## src/rtl/cv32e40x_pkg.sv

```systemverilog
// Shared types and defaults for the eXtension-interface result queue.
package cv32e40x_pkg;

  localparam int unsigned XIF_RQ_DEPTH  = 4;
  localparam int unsigned XIF_DATA_W    = 32;
  localparam int unsigned XIF_RD_W      = 5;

  // One queued result. The instruction ID is stored beside the entry because
  // its width is a parameter of the queue instance.
  typedef struct packed {
    logic [XIF_DATA_W-1:0] data;
    logic [XIF_RD_W-1:0]   rd;
    logic                  committed;
    logic                  killed;
  } xif_rq_entry_t;

endpackage

```

## src/rtl/cv32e40x_xif_result_queue.sv

```systemverilog
// In-order result queue for offloaded instructions: results wait until the
// core commits (forward to the register file) or kills (silently dropped)
// their ID. Commits that arrive before the result are remembered per ID.
module cv32e40x_xif_result_queue
  import cv32e40x_pkg::*;
#(
  parameter int unsigned X_ID_WIDTH = 4,
  parameter int unsigned DEPTH      = XIF_RQ_DEPTH
) (
  input  logic                     clk_i,
  input  logic                     rst_n,
  input  logic                     in_valid_i,
  output logic                     in_ready_o,
  input  logic [XIF_DATA_W-1:0]    in_data_i,
  input  logic [XIF_RD_W-1:0]      in_rd_i,
  input  logic [X_ID_WIDTH-1:0]    in_id_i,
  input  logic                     commit_valid_i,
  input  logic [X_ID_WIDTH-1:0]    commit_id_i,
  input  logic                     commit_kill_i,
  output logic                     result_valid_o,
  input  logic                     result_ready_i,
  output logic [XIF_DATA_W-1:0]    result_data_o,
  output logic [XIF_RD_W-1:0]      result_rd_o,
  output logic [X_ID_WIDTH-1:0]    result_id_o,
  output logic                     result_we_o,
  output logic [$clog2(DEPTH):0]   count_o
);

  localparam int unsigned PTR_W = $clog2(DEPTH);
  localparam int unsigned CNT_W = PTR_W + 1;
  localparam int unsigned N_ID  = 2 ** X_ID_WIDTH;

  xif_rq_entry_t                entry_q [DEPTH];
  xif_rq_entry_t                entry_d [DEPTH];
  logic [X_ID_WIDTH-1:0]        id_q    [DEPTH];
  logic [X_ID_WIDTH-1:0]        id_d    [DEPTH];
  logic [DEPTH-1:0]             valid_q, valid_d;
  logic [PTR_W-1:0]             wr_ptr_q, wr_ptr_d;
  logic [PTR_W-1:0]             rd_ptr_q, rd_ptr_d;
  logic [CNT_W-1:0]             count_q, count_d;
  logic [N_ID-1:0]              early_commit_q, early_commit_d;
  logic [N_ID-1:0]              early_kill_q, early_kill_d;

  xif_rq_entry_t                head;
  logic                         head_valid;
  logic                         head_drop;
  logic                         push;
  logic                         pop;
  logic [DEPTH-1:0]             match_vec;
  logic                         any_match;
  logic                         push_hits_commit;

  // Head view, handshake and commit matching.
  always_comb begin
    head           = entry_q[rd_ptr_q];
    head_valid     = valid_q[rd_ptr_q];
    result_valid_o = head_valid && head.committed && !head.killed;
    head_drop      = head_valid && head.killed;
    in_ready_o     = (count_q != CNT_W'(DEPTH));
    push           = in_valid_i && in_ready_o;
    pop            = (result_valid_o && result_ready_i) || head_drop;
    for (int i = 0; i < DEPTH; i++) begin
      match_vec[i] = valid_q[i] && (id_q[i] == commit_id_i);
    end
    any_match        = |match_vec;
    push_hits_commit = commit_valid_i && push && (in_id_i == commit_id_i);
  end

  assign result_data_o = head.data;
  assign result_rd_o   = head.rd;
  assign result_id_o   = id_q[rd_ptr_q];
  assign result_we_o   = result_valid_o;
  assign count_o       = count_q;

  // Next-state: commit marking, early-status table, push, pop/drop.
  always_comb begin
    entry_d        = entry_q;
    id_d           = id_q;
    valid_d        = valid_q;
    wr_ptr_d       = wr_ptr_q;
    rd_ptr_d       = rd_ptr_q;
    count_d        = count_q;
    early_commit_d = early_commit_q;
    early_kill_d   = early_kill_q;

    // Mark queued entries; an entry that already has a status keeps it.
    if (commit_valid_i) begin
      for (int i = 0; i < DEPTH; i++) begin
        if (match_vec[i] && !entry_q[i].committed && !entry_q[i].killed) begin
          if (commit_kill_i) entry_d[i].killed    = 1'b1;
          else               entry_d[i].committed = 1'b1;
        end
      end
      if (!any_match && !push_hits_commit &&
          !early_commit_q[commit_id_i] && !early_kill_q[commit_id_i]) begin
        if (commit_kill_i) early_kill_d[commit_id_i]   = 1'b1;
        else               early_commit_d[commit_id_i] = 1'b1;
      end
    end

    // A pushed result absorbs any recorded or same-cycle status for its ID.
    if (push) begin
      entry_d[wr_ptr_q] = '{
        data:      in_data_i,
        rd:        in_rd_i,
        committed: early_commit_q[in_id_i] || (push_hits_commit && !commit_kill_i),
        killed:    early_kill_q[in_id_i]   || (push_hits_commit &&  commit_kill_i)
      };
      id_d[wr_ptr_q]          = in_id_i;
      valid_d[wr_ptr_q]       = 1'b1;
      early_commit_d[in_id_i] = 1'b0;
      early_kill_d[in_id_i]   = 1'b0;
      wr_ptr_d                = wr_ptr_q + PTR_W'(1);
    end

    if (pop) begin
      valid_d[rd_ptr_q] = 1'b0;
      rd_ptr_d          = rd_ptr_q + PTR_W'(1);
    end

    count_d = count_q + CNT_W'(push) - CNT_W'(pop);
  end

  // State registers; reset discards every queued result and recorded status.
  always_ff @(posedge clk_i or negedge rst_n) begin
    if (!rst_n) begin
      for (int i = 0; i < DEPTH; i++) begin
        entry_q[i] <= '0;
        id_q[i]    <= '0;
      end
      valid_q        <= '0;
      wr_ptr_q       <= '0;
      rd_ptr_q       <= '0;
      count_q        <= '0;
      early_commit_q <= '0;
      early_kill_q   <= '0;
    end else begin
      entry_q        <= entry_d;
      id_q           <= id_d;
      valid_q        <= valid_d;
      wr_ptr_q       <= wr_ptr_d;
      rd_ptr_q       <= rd_ptr_d;
      count_q        <= count_d;
      early_commit_q <= early_commit_d;
      early_kill_q   <= early_kill_d;
    end
  end

endmodule
```

## config.mk

```make
export PLATFORM = sky130hd
export DESIGN_NAME = cv32e40x_xif_result_queue
export DESIGN_NICKNAME = d
export VERILOG_FILES = /design/src/rtl/cv32e40x_pkg.sv /design/src/rtl/cv32e40x_xif_result_queue.sv
export SDC_FILE = /design/constraint.sdc
export NUM_CORES = 1
export LEC_CHECK = 0
export ABC_AREA = 0
export BUFFER_PORTS_ARGS = -buffer_cell sky130_fd_sc_hd__buf_4
export CAP_MARGIN = 20
export CORE_ASPECT_RATIO = 0.7
export CORE_MARGIN = 2
export CORE_UTILIZATION = 50
export CTS_CLUSTER_SIZE = 40
export DETAILED_ROUTE_END_ITERATION = 6
export PLACE_DENSITY = 0.69
export SKIP_CTS_REPAIR_TIMING = 1
export SYNTH_ARGS = -nofsm -noshare
export SYNTH_HDL_FRONTEND = slang
export SYNTH_SLANG_ARGS = --single-unit
```

## constraint.sdc

```tcl
create_clock -name clk_i -period 7.25 [get_ports clk_i]
set_input_delay 0.3625 -clock clk_i [delete_from_list [all_inputs] [get_ports clk_i]]
set_output_delay 0.3625 -clock clk_i [all_outputs]
set_load 0.005 [all_outputs]
```

==> results of run 1 <==
-- final timing paths --
kind,from,end,slack (ps),depth (start not counted)
worst max-delay path,rd_ptr_q[0]$_DFFE_PN0N_,count_o[2]$_DFF_PN0_,3920,11
worst min-delay path,rst_n,early_kill_q[13]$_DFF_PN0_,-10,1
worst max register to register,rd_ptr_q[0]$_DFFE_PN0N_,count_o[2]$_DFF_PN0_,3920,11
worst min register to register,entry_q[139]$_DFFE_PN0P_,entry_q[139]$_DFFE_PN0P_,480,2
max in group asynchronous,rst_n,rd_ptr_q[0]$_DFFE_PN0N_,5620,2
min in group clk_i,in_data_i[3],entry_q[127]$_DFFE_PN0P_,80,3
-- power breakdown --
group	internal, uW	switching [uW]	total [uW]
Combinational	1300	893	2200
Clock	746	464	1210
Sequential	1790	435	2220
Total	3830	1790	5630
-- state kept, by name (all words and copies together), names as in the netlist --
name,cells
entry_q,156
early_commit_q,16
early_kill_q,16
id_q,16
valid_q,4
count_o,3
rd_ptr_q,2
wr_ptr_q,2
-- cells in the final DEF, fill, tap and decap left out, types with 2 or more instances in the layout --
master and count:
inv_1 9, mux4_2 54, ha_1 10, nor3_2 3, clkbuf_1 3, xor2_1 15
a31oi_1 3, xnor2_1 9, a21oi_1 19, o21ai_2 16, o21ai_0 7, clkbuf_16 23
dfrtp_1 213, and3_1 2, a22o_1 7, nand3_2 3, clkinv_2 5, a21oi_2 2
mux2_2 123, nand2b_1 3, clkbuf_8 6, nand2_2 2, nand2_1 165, nor2_1 14
nor3b_1 2, a211oi_1 3, and3_2 4, or4b_1 2, nand3_1 8, nor3_1 26
or3_1 3, buf_4 102, bufinv_16 3, nor2b_1 6
-- area by class of cell --
type / instances / area, um^2 / area share
multi-input cells: 530 / 4610 / 0.386
well taps: 270 / 338 / 0.0283
repair buffers: 103 / 781 / 0.0654
flip-flops and latches: 215 / 5390 / 0.451
inverters: 10 / 37.5 / 0.00314
clock inverters: 8 / 115 / 0.00964
clock buffers: 32 / 669 / 0.0561
-- cells by family (layout without fill, tap and decap cells) --
logic type / count (synthesis) / count (layout)
multiplexers: 177 / 177
buffers and inverters: 63 / 153
AND/OR/NAND/NOR: 253 / 253
XOR/XNOR: 24 / 24
adder cells (fa/ha/maj): 11 / 11
flip-flops: 215 / 215
AO/OA/AOI/OAI: 65 / 65
-- metrics by stage --
step / utilization / total power [uW] / setup WS, ps / cells
2_1_floorplan: - / 3610 / 4570 / 808
3_3_place_gp: 0.557 / 4380 / 3920 / 1128
3_5_place_dp: 0.557 / 4450 / 3870 / 1128
4_1_cts: 0.597 / 5680 / 3830 / 1168
5_1_grt: 0.597 / 6000 / 3630 / 1168
6_report: 0.597 / 5630 / 3920 / 1168
-- cells in the mapped netlist (3+ instances only) --
master      n  area (um^2)
dfrtp_1   215         5380
nand2_1   166          623
mux2_2    123         1390
mux4_2     54         1220
nor3_1     26          130
buf_2      21          105
a21oi_1    19         95.1
clkbuf_1   19         71.3
o21ai_2    16          140
xor2_1     15          131
nor2_1     14         52.6
ha_1       10          125
inv_1       9         33.8
xnor2_1     9         78.8
nand3_1     8         40.0
a22o_1      7         61.3
o21ai_0     7         35.0
and3_1      6         37.5
nor2b_1     6         37.5
buf_6       5         56.3
buf_1       4         15.0
a211oi_1    3         22.5
a31oi_1     3         18.8
buf_4       3         22.5
nand2b_1    3         18.8
nand3_2     3         30.0
nor3_2      3         30.0
or3_1       3         18.8
-- critical path, delay by kind of cell (launching register included) --
| kind | cells | cell delay, ps |
|---|---|---|
| compound gates | 1 | 160 |
| xor+xnor | 2 | 330 |
| fa+ha+maj | 3 | 770 |
| buf+inv | 3 | 270 |
| flops | 1 | 1040 |
| mux | 1 | 610 |
| simple gates | 1 | 60 |
-- routing by layer --
metal,part of all wire,routed length (um),GRT usage
met5,0,0,0
met1,0.49,11500,0.345
met3,0.072,1690,0.0565
met2,0.42,9880,0.317
met4,0.012,285,0.0387
==> out/summary.txt, run 1 <==
Post-Synth Adder-Cell Area: 0.0141
Synth warnings: 0
Max Root-Sink Buffers: 3
Xor and xnor area share after synthesis: 0.0204
F_max: 300 MHz
Setup TNS: 0 ps
Layout cell share with drive strength beyond 1: 0.398
Initial antenna violation count: 0
EDFF count, synth: 0
Worst-Margin Slew: 1110 ps
Vias per cell: 5.68
Via count: 6,630
Syn-to-layout area delta: 15.8%
RSZ-0062 raised after global routing: no
Fin Hold WS: -11.9 ps
Worst skew pair latency: 500 ps
RD Place Congestion: 0.880
Share of the yosys chip area belonging to registers: 0.522
CTS tree: built
Synth async-reset ratio: 1.00
Final min period: 3330 ps
Clock-pin slew on the worst setup and hold paths: 60 ps
Violated checks: hold timing
Count of buffers from port buffering: 97
Standard-cell rows: 43
Final WL: 23,400 um
Post-Syn Instances: 808
Post-synthesis register bit count: 215
Crit path max fanout: 47
Compound-cell area share of the yosys netlist: 0.0466
Sink Count: 215
Final period util: 0.459
Hpwl dp: 14,600 um
First-pass GRT wire length: 37,600 um
CP Launch Type: flop
Arr. time, crit path: 3740 ps
PD cells: 471 nW/um^2
Pre-antenna DRT Iters: 5
Clk_skew: 7.76 ps
Cell breakdown of the critical path: mux4_2 > a21oi_1 > nor2b_1 > buf_4 > ha_1 > inv_1 > ha_1 > inv_1 > fa_1 > xnor2_1 > xnor2_1
Final hold viol count: 4
Largest family of logic cells by synthesized area: multiplexers
Initial core utilization: 0.515
Root Driver: clkbuf_16
Crit end category: flop
Design Area, Final: 11,900 um^2
Max rail drop VDD: 0.000324 V
# DRC: 0
Maxcap violations: 0
Cell variety after synth: 53
Fillers: 1,632
Ports: 98
CTS Buf Count: 22
CORE AREA: 20,000 um^2
P_leak: 0.00525 uW
Cell Area, Synth: 10,300 um^2
DRT antenna net count: 0
Status: complete, but fails checks
CP Data Required Time: 7660 ps
DP Area: 11,200 um^2
Vias in the first global route: 6,693
Global Route Usage Sum: 0.222
Rel. slew slack: 0.262
HP Class: in -> async
Die area: 21,800 um^2
Post-Synth Simple-Gate Area: 0.113
CP max-delay cell: dfrtp_4
Iter 0 DRT Violations: 442
Die Y: 124 um
Mapped Nets: 870
Avg WL per Cell: 20.0 um
Main flop type after synthesis: dfrtp_1
Multiplexer share of the synthesized area: 0.252
Largest net degree at the start of global routing: 146
Overflow after GRT: 0
H-Tree Depth: 1
Die width: 176 um
Setup violators final: 0
Nets@finish: 944
CP Class: reg -> reg
Slew Limit Fails: 0
Avg Inst Size Synth: 12.8 um^2
Diode count: 0
Max stage delay on crit path: 1040 ps
(Power assumes the default switching activity.)
==> run 2, diff against run 1 <==
--- a/config.mk
+++ b/config.mk
@@ -13,7 +13,7 @@
 export CORE_UTILIZATION = 50
 export CTS_CLUSTER_SIZE = 40
 export DETAILED_ROUTE_END_ITERATION = 6
-export PLACE_DENSITY = 0.69
+export PLACE_DENSITY = 0.72
 export SKIP_CTS_REPAIR_TIMING = 1
 export SYNTH_ARGS = -nofsm -noshare
 export SYNTH_HDL_FRONTEND = slang
==> constraint.sdc (replaced) <==
create_clock -name clk_i -period 2.92 [get_ports clk_i]
set_input_delay 0.146 -clock clk_i [delete_from_list [all_inputs] [get_ports clk_i]]
set_output_delay 0.146 -clock clk_i [all_outputs]
set_load 0.005 [all_outputs]
==> out/summary.txt, run 2 (synthesis results as in run 1) <==
Status: complete, no violations
Fillers: 1,549 (-5.1%)
Standard-cell rows: 43 (unchanged)
# placed instances: 1,135 (+0.62%)
Commonest non-fill, non-tap cell in the layout: dfrtp_1
Final period util: 0.910 (+0.451)
Slew Limit Fails: 0 (unchanged)
Post-route setup slack: 263 ps (-3660 ps)
Die width: 176 um (unchanged)
Max stage delay on crit path: 520 ps (-520 ps)
Initial core utilization: 0.515 (unchanged)
Pre-antenna DRT Iters: 5 (unchanged)
CP Launch Type: flop
Nets@finish: 991 (+5.0%)
Arr. time, crit path: 3080 ps (-660 ps)
Setup violators final: 0 (unchanged)
Vias in the first global route: 6,861 (+2.5%)
PD cells: 1130 nW/um^2 (+140%)
CP Class: reg -> reg
Crit path max fanout: 8 (-83%)
Die Y: 124 um (unchanged)
DRT antenna net count: 0 (unchanged)
Final hold viol count: 0 (-4)
Vias per cell: 5.62 (-0.92%)
Count of buffers from port buffering: 97 (unchanged)
Clk_skew: 13.6 ps (+5.83 ps)
R2R depth: 10 (-1)
Cell breakdown of the critical path: mux4_2 > a21oi_1 > nor2b_2 > ha_1 > inv_1 > ha_1 > inv_1 > fa_1 > xnor2_1 > xnor2_1
Power, Total: 14,100 uW (+150%)
Rel. slew slack: 0.259 (-0.00365)
HP Class: in -> reg
Hpwl dp: 15,400 um (+5.3%)
Most frequent cells in the layout: dfrtp_1, nand2_1, mux2_2
RSZ-0062 raised after global routing: no
Global Route Usage Sum: 0.224 (+0.00245)
Ports: 98 (unchanged)
Place WS: 47.2 ps (-3820 ps)
Layout cell share with drive strength beyond 1: 0.386 (-0.0113)
Final WL: 24,000 um (+2.4%)
Setup TNS: 0 ps (unchanged)
Overflow after GRT: 0 (unchanged)
Worst hold path cell count: 3
H-Tree Depth: 1 (unchanged)
F_max: 376 MHz (+25%)
P_leak: 0.00547 uW (+4.1%)
Max rail drop VDD: 0.000825 V (+150%)
Layout Cells excl Fill: 1,215 (+4.0%)
CP Data Required Time: 3340 ps (-4320 ps)
Crit end category: flop
Top reg by flops: entry_q
Clock-pin slew on the worst setup and hold paths: 60 ps (about the same)
CTS Buf Count: 22 (unchanged)
Syn-to-layout area delta: 20.7%
CP max-delay cell: mux4_2
Layout Utilization: 0.622 (+0.0249)
First-pass GRT wire length: 38,200 um (+1.5%)
Iter 0 DRT Violations: 448 (+1.4%)
Die area: 21,800 um^2 (unchanged)
Sink Count: 215 (unchanged)
Max reg flops: 156 (unchanged)
Initial antenna violation count: 0 (unchanged)
RD Place Congestion: 0.911 (+3.5%)
# DRC: 0 (unchanged)
CTS tree: built
Max Root-Sink Buffers: 3 (unchanged)
Via count: 6,833 (+3.1%)
CORE AREA: 20,000 um^2 (unchanged)
Diode count: 0 (unchanged)
Avg WL per Cell: 19.7 um (-1.5%)
Largest net degree at the start of global routing: 73 (-50%)
Final min period: 2660 ps (-672 ps)
Worst skew pair latency: 500 ps (about the same)
Maxcap violations: 0 (unchanged)
Root Driver: clkbuf_16
Worst-Margin Slew: 1110 ps (+5.48 ps)
## run 2: cell types whose count changed in the layout (fill, tap and decap cells not counted), moves of 2 or more
cell,before,now
clkbuf_8,6,8
buf_4,102,104
buf_12,0,5
dlygate4sd3_1,0,40
## run 2: path summary, 6_finish.rpt
check,slack [ps],end,startpoint
max,260,count_o[2]$_DFF_PN0_,rd_ptr_q[0]$_DFFE_PN0N_
min,30,id_q[13]$_DFFE_PN0P_,in_id_i[1]
max reg2reg,260,count_o[2]$_DFF_PN0_,rd_ptr_q[0]$_DFFE_PN0N_
min reg2reg,470,entry_q[130]$_DFFE_PN0P_,entry_q[130]$_DFFE_PN0P_
max in group asynchronous,1950,early_commit_q[1]$_DFF_PN0_,rst_n
min in group asynchronous,120,entry_q[3]$_DFFE_PN0P_,rst_n
## run 2: cell type report
type / count / area (um^2) / share of cell area
Sequential cell: 215 / 5390 / 0.433
Multi-Input combinational cell: 530 / 4610 / 0.371
Clock buffer: 32 / 679 / 0.0546
Clock inverter: 8 / 90.1 / 0.00724
Timing Repair Buffer: 150 / 1290 / 0.104
Inverter: 10 / 37.5 / 0.00302
Tap cell: 270 / 338 / 0.0272
## run 2: worst max-delay path: cells and delay by family, from the launching register on
kind / cells / cell delay, ps
adders and majority gates: 3 / 800
and+or+nand+nor: 1 / 140
DFF: 1 / 460
buffers and inverters: 2 / 110
muxes: 1 / 520
xor gates and xnor gates: 2 / 330
AOI/OAI and AO/OA: 1 / 220
## run 2: stage by stage
| stage | hold slack [ps] | instance area [um^2] |
|---|---|---|
| finish | 26.1 | 12400 |
| global route | 11.8 | 12400 |
| CTS | -451 | 12000 |
| detailed placement | 83.8 | 11300 |
| global placement | 81.8 | 11300 |
| floorplan | -150 | 10300 |
## run 2: per-layer routing
| metal | GRT usage | wire length [um] |
|---|---|---|
| met5 | 0 | 0 |
| met4 | 0.0346 | 229 |
| met3 | 0.0659 | 1830 |
| met2 | 0.329 | 10300 |
| met1 | 0.338 | 11600 |
## run 2: where the power goes
group          leakage (uW)  switching (uW)  internal, uW  total [uW]
clock              0.000388            1170          1790        2960
sequential          0.00262             913          4440        5350
combinational       0.00246            2470          3320        5790
==> run 3, diff against run 2 <==
--- a/config.mk
+++ b/config.mk
@@ -13,7 +13,7 @@
 export CORE_UTILIZATION = 50
 export CTS_CLUSTER_SIZE = 40
 export DETAILED_ROUTE_END_ITERATION = 6
-export PLACE_DENSITY = 0.72
+export PLACE_DENSITY = 0.69
 export SKIP_CTS_REPAIR_TIMING = 1
 export SYNTH_ARGS = -nofsm -noshare
 export SYNTH_HDL_FRONTEND = slang
==> constraint.sdc (replaced) <==
create_clock -name clk_i -period 3.2 [get_ports clk_i]
set_input_delay 0.16 -clock clk_i [delete_from_list [all_inputs] [get_ports clk_i]]
set_output_delay 0.16 -clock clk_i [all_outputs]
set_load 0.005 [all_outputs]
==> out/summary.txt, run 3 (synthesis results as in run 1) <==
Power Internal: 8450 uW (-12%)
Die area: 21,800 um^2 (unchanged)
Max reg flops: 156 (unchanged)
Vias in the first global route: 6,670 (-2.8%)
CTS Buf Count: 21 (-4.5%)
Fin Hold WS: -2.46 ps (-28.6 ps)
Standard-cell rows: 43 (unchanged)
Largest net degree at the start of global routing: 89 (+22%)
Design Area, Final: 12,300 um^2 (-1.3%)
Layout Cells excl Fill: 1,209 (-0.49%)
Initial antenna violation count: 0 (unchanged)
FF-to-FF End: count_o[2]$_DFF_PN0_
Clock-pin slew on the worst setup and hold paths: 60 ps (about the same)
CP Launch Type: flop
H-Tree Depth: 1 (unchanged)
Final period util: 0.849 (-0.0611)
P_leak: 0.00537 uW (-1.7%)
Max rail drop VDD: 0.000663 V (-20%)
HP Start: in_id_i[2]
Setup TNS: 0 ps (unchanged)
Final min period: 2720 ps (+59.1 ps)
Rel. slew slack: 0.258 (-0.000984)
F_max: 368 MHz (-2.2%)
Worst skew pair latency: 490 ps (about the same)
Clock power frac: 0.191 (-0.019)
Overflow after GRT: 0 (unchanged)
Count of buffers from port buffering: 97 (unchanged)
Worst hold path cell count: 3 (unchanged)
Place WS: 531 ps (+483 ps)
Iter 0 DRT Violations: 421 (-6.0%)
R2R depth: 10 (unchanged)
# DRC: 0 (unchanged)
CORE AREA: 20,000 um^2 (unchanged)
Sink Count: 215 (unchanged)
Maxcap violations: 0 (unchanged)
Layout Utilization: 0.613 (-0.00806)
Initial core utilization: 0.515 (unchanged)
Logic gate share of total power: 0.419 (+0.008)
RD Place Congestion: 0.899 (-1.3%)
# placed instances: 1,133 (-0.18%)
Global Route Usage Sum: 0.225 (+0.00102)
Top reg by flops: entry_q
DRT antenna net count: 0 (unchanged)
Arr. time, crit path: 3130 ps (+50 ps)
Hold endpoint: id_q[14]$_DFFE_PN0P_
Avg WL per Cell: 19.8 um (+0.47%)
Max Root-Sink Buffers: 3 (unchanged)
CP Data Required Time: 3620 ps (+280 ps)
RSZ-0062 raised after global routing: no
DP Area: 11,200 um^2 (-0.32%)
Via count: 6,844 (+0.16%)
Root Driver: clkbuf_16
Die Y: 124 um (unchanged)
Final hold viol count: 1 (+1)
Reg-to-reg slack, setup: 480 ps (+220 ps)
Layout cell share with drive strength beyond 1: 0.377 (-0.00884)
Final WL: 24,000 um (about the same)
Nets@finish: 987 (-0.40%)
Hpwl dp: 15,200 um (-0.98%)
Clk_skew: 8.64 ps (-4.95 ps)
Vias per cell: 5.66 (+0.66%)
Worst-Margin Slew: 1110 ps (+1.48 ps)
CP Class: reg -> reg
CTS tree: built
Commonest non-fill, non-tap cell in the layout: dfrtp_1
Crit path max fanout: 12 (+4)
PD cells: 1020 nW/um^2 (-10%)
Violated checks: hold timing
HP Class: in -> reg
Crit end category: flop
Crit path from: rd_ptr_q[0]$_DFFE_PN0N_
Ports: 98 (unchanged)
Slew Limit Fails: 0 (unchanged)
Most frequent cells in the layout: dfrtp_1, nand2_1, mux2_2
Status: complete, but fails checks
Post-route setup slack: 484 ps (+221 ps)
Reg power frac: 0.390 (+0.010)
Psw: 4070 uW (-10%)
Die width: 176 um (unchanged)
Syn-to-layout area delta: 19.1%
Switch share: 0.325 (+0.00252)
R2r startpoint: rd_ptr_q[0]$_DFFE_PN0N_
Setup violators final: 0 (unchanged)
First-pass GRT wire length: 38,000 um (-0.60%)
Pre-antenna DRT Iters: 4 (-1)
==> run 3: cell count changes in the layout (fill, tap and decap cells not counted), sizes merged <==
cell / before / now
clkinv: 6 / 2
buf: 109 / 108
bufinv: 2 / 1
clkbuf: 33 / 32
clkinvlp: 0 / 1
diode: 0 / 1
dlygate4sd3: 40 / 39
==> run 3: worst max path at each step <==
stage                     cells past startpoint  slack [ps]              endpoint
after global routing                         10         320  count_o[2]$_DFF_PN0_
after CTS                                     3         430      result_data_o[2]
after detailed placement                     10         530  count_o[2]$_DFF_PN0_
after floorplan                              12         520  count_o[2]$_DFF_PN0_
final                                        10         480  count_o[2]$_DFF_PN0_
after global placement                       10         540  count_o[2]$_DFF_PN0_
==> run 3: layer usage <==
| layer | GRT usage | part of all wire | up-vias |
|---|---|---|---|
| met5 | 0 | 0 | - |
| met4 | 0.0367 | 0.012 | 0 |
| met3 | 0.0537 | 0.078 | 24 |
| met2 | 0.325 | 0.43 | 236 |
| met1 | 0.351 | 0.48 | 3480 |
| li1 | - | - | 3104 |
==> run 3: power groups by stage <==
stage | Clock [uW] | Sequential, uW | Combinational, uW
2_1_floorplan | 0 | 4600 | 3580
3_3_place_gp | 0 | 4870 | 5100
3_5_place_dp | 0 | 4900 | 5230
4_1_cts | 2450 | 4880 | 5260
5_1_grt | 2570 | 5070 | 5740
6_report | 2400 | 4880 | 5250
==> run 3: area by class of cell <==
class | instances | area [um^2]
multi-input combinational | 530 | 4610
timing repair buffer | 147 | 1250
fill | 1591 | 7740
inverter | 10 | 37.5
clock inverter | 4 | 47.5
antenna | 1 | 2.50
clock buffer | 32 | 607
sequential | 215 | 5390
tap | 270 | 338
==> run 3: worst max-delay path, cell delays in order, from the launching register on <==
cell and delay, ps:
dfrtp_4 580, mux4_2 370, a21oi_1 70, nor2b_1 380
ha_1 320, inv_1 60, ha_1 130, inv_1 40
fa_1 370, xnor2_1 180, xnor2_1 130
==> run 3: per-stage QoR <==
step           hold slack (ps)  power (uW)
3_3_place_gp               140        9980
3_5_place_dp               147       10100
2_1_floorplan             -136        8180
4_1_cts                   -383       12600
5_1_grt                   17.0       13400
6_report                 -2.46       12500
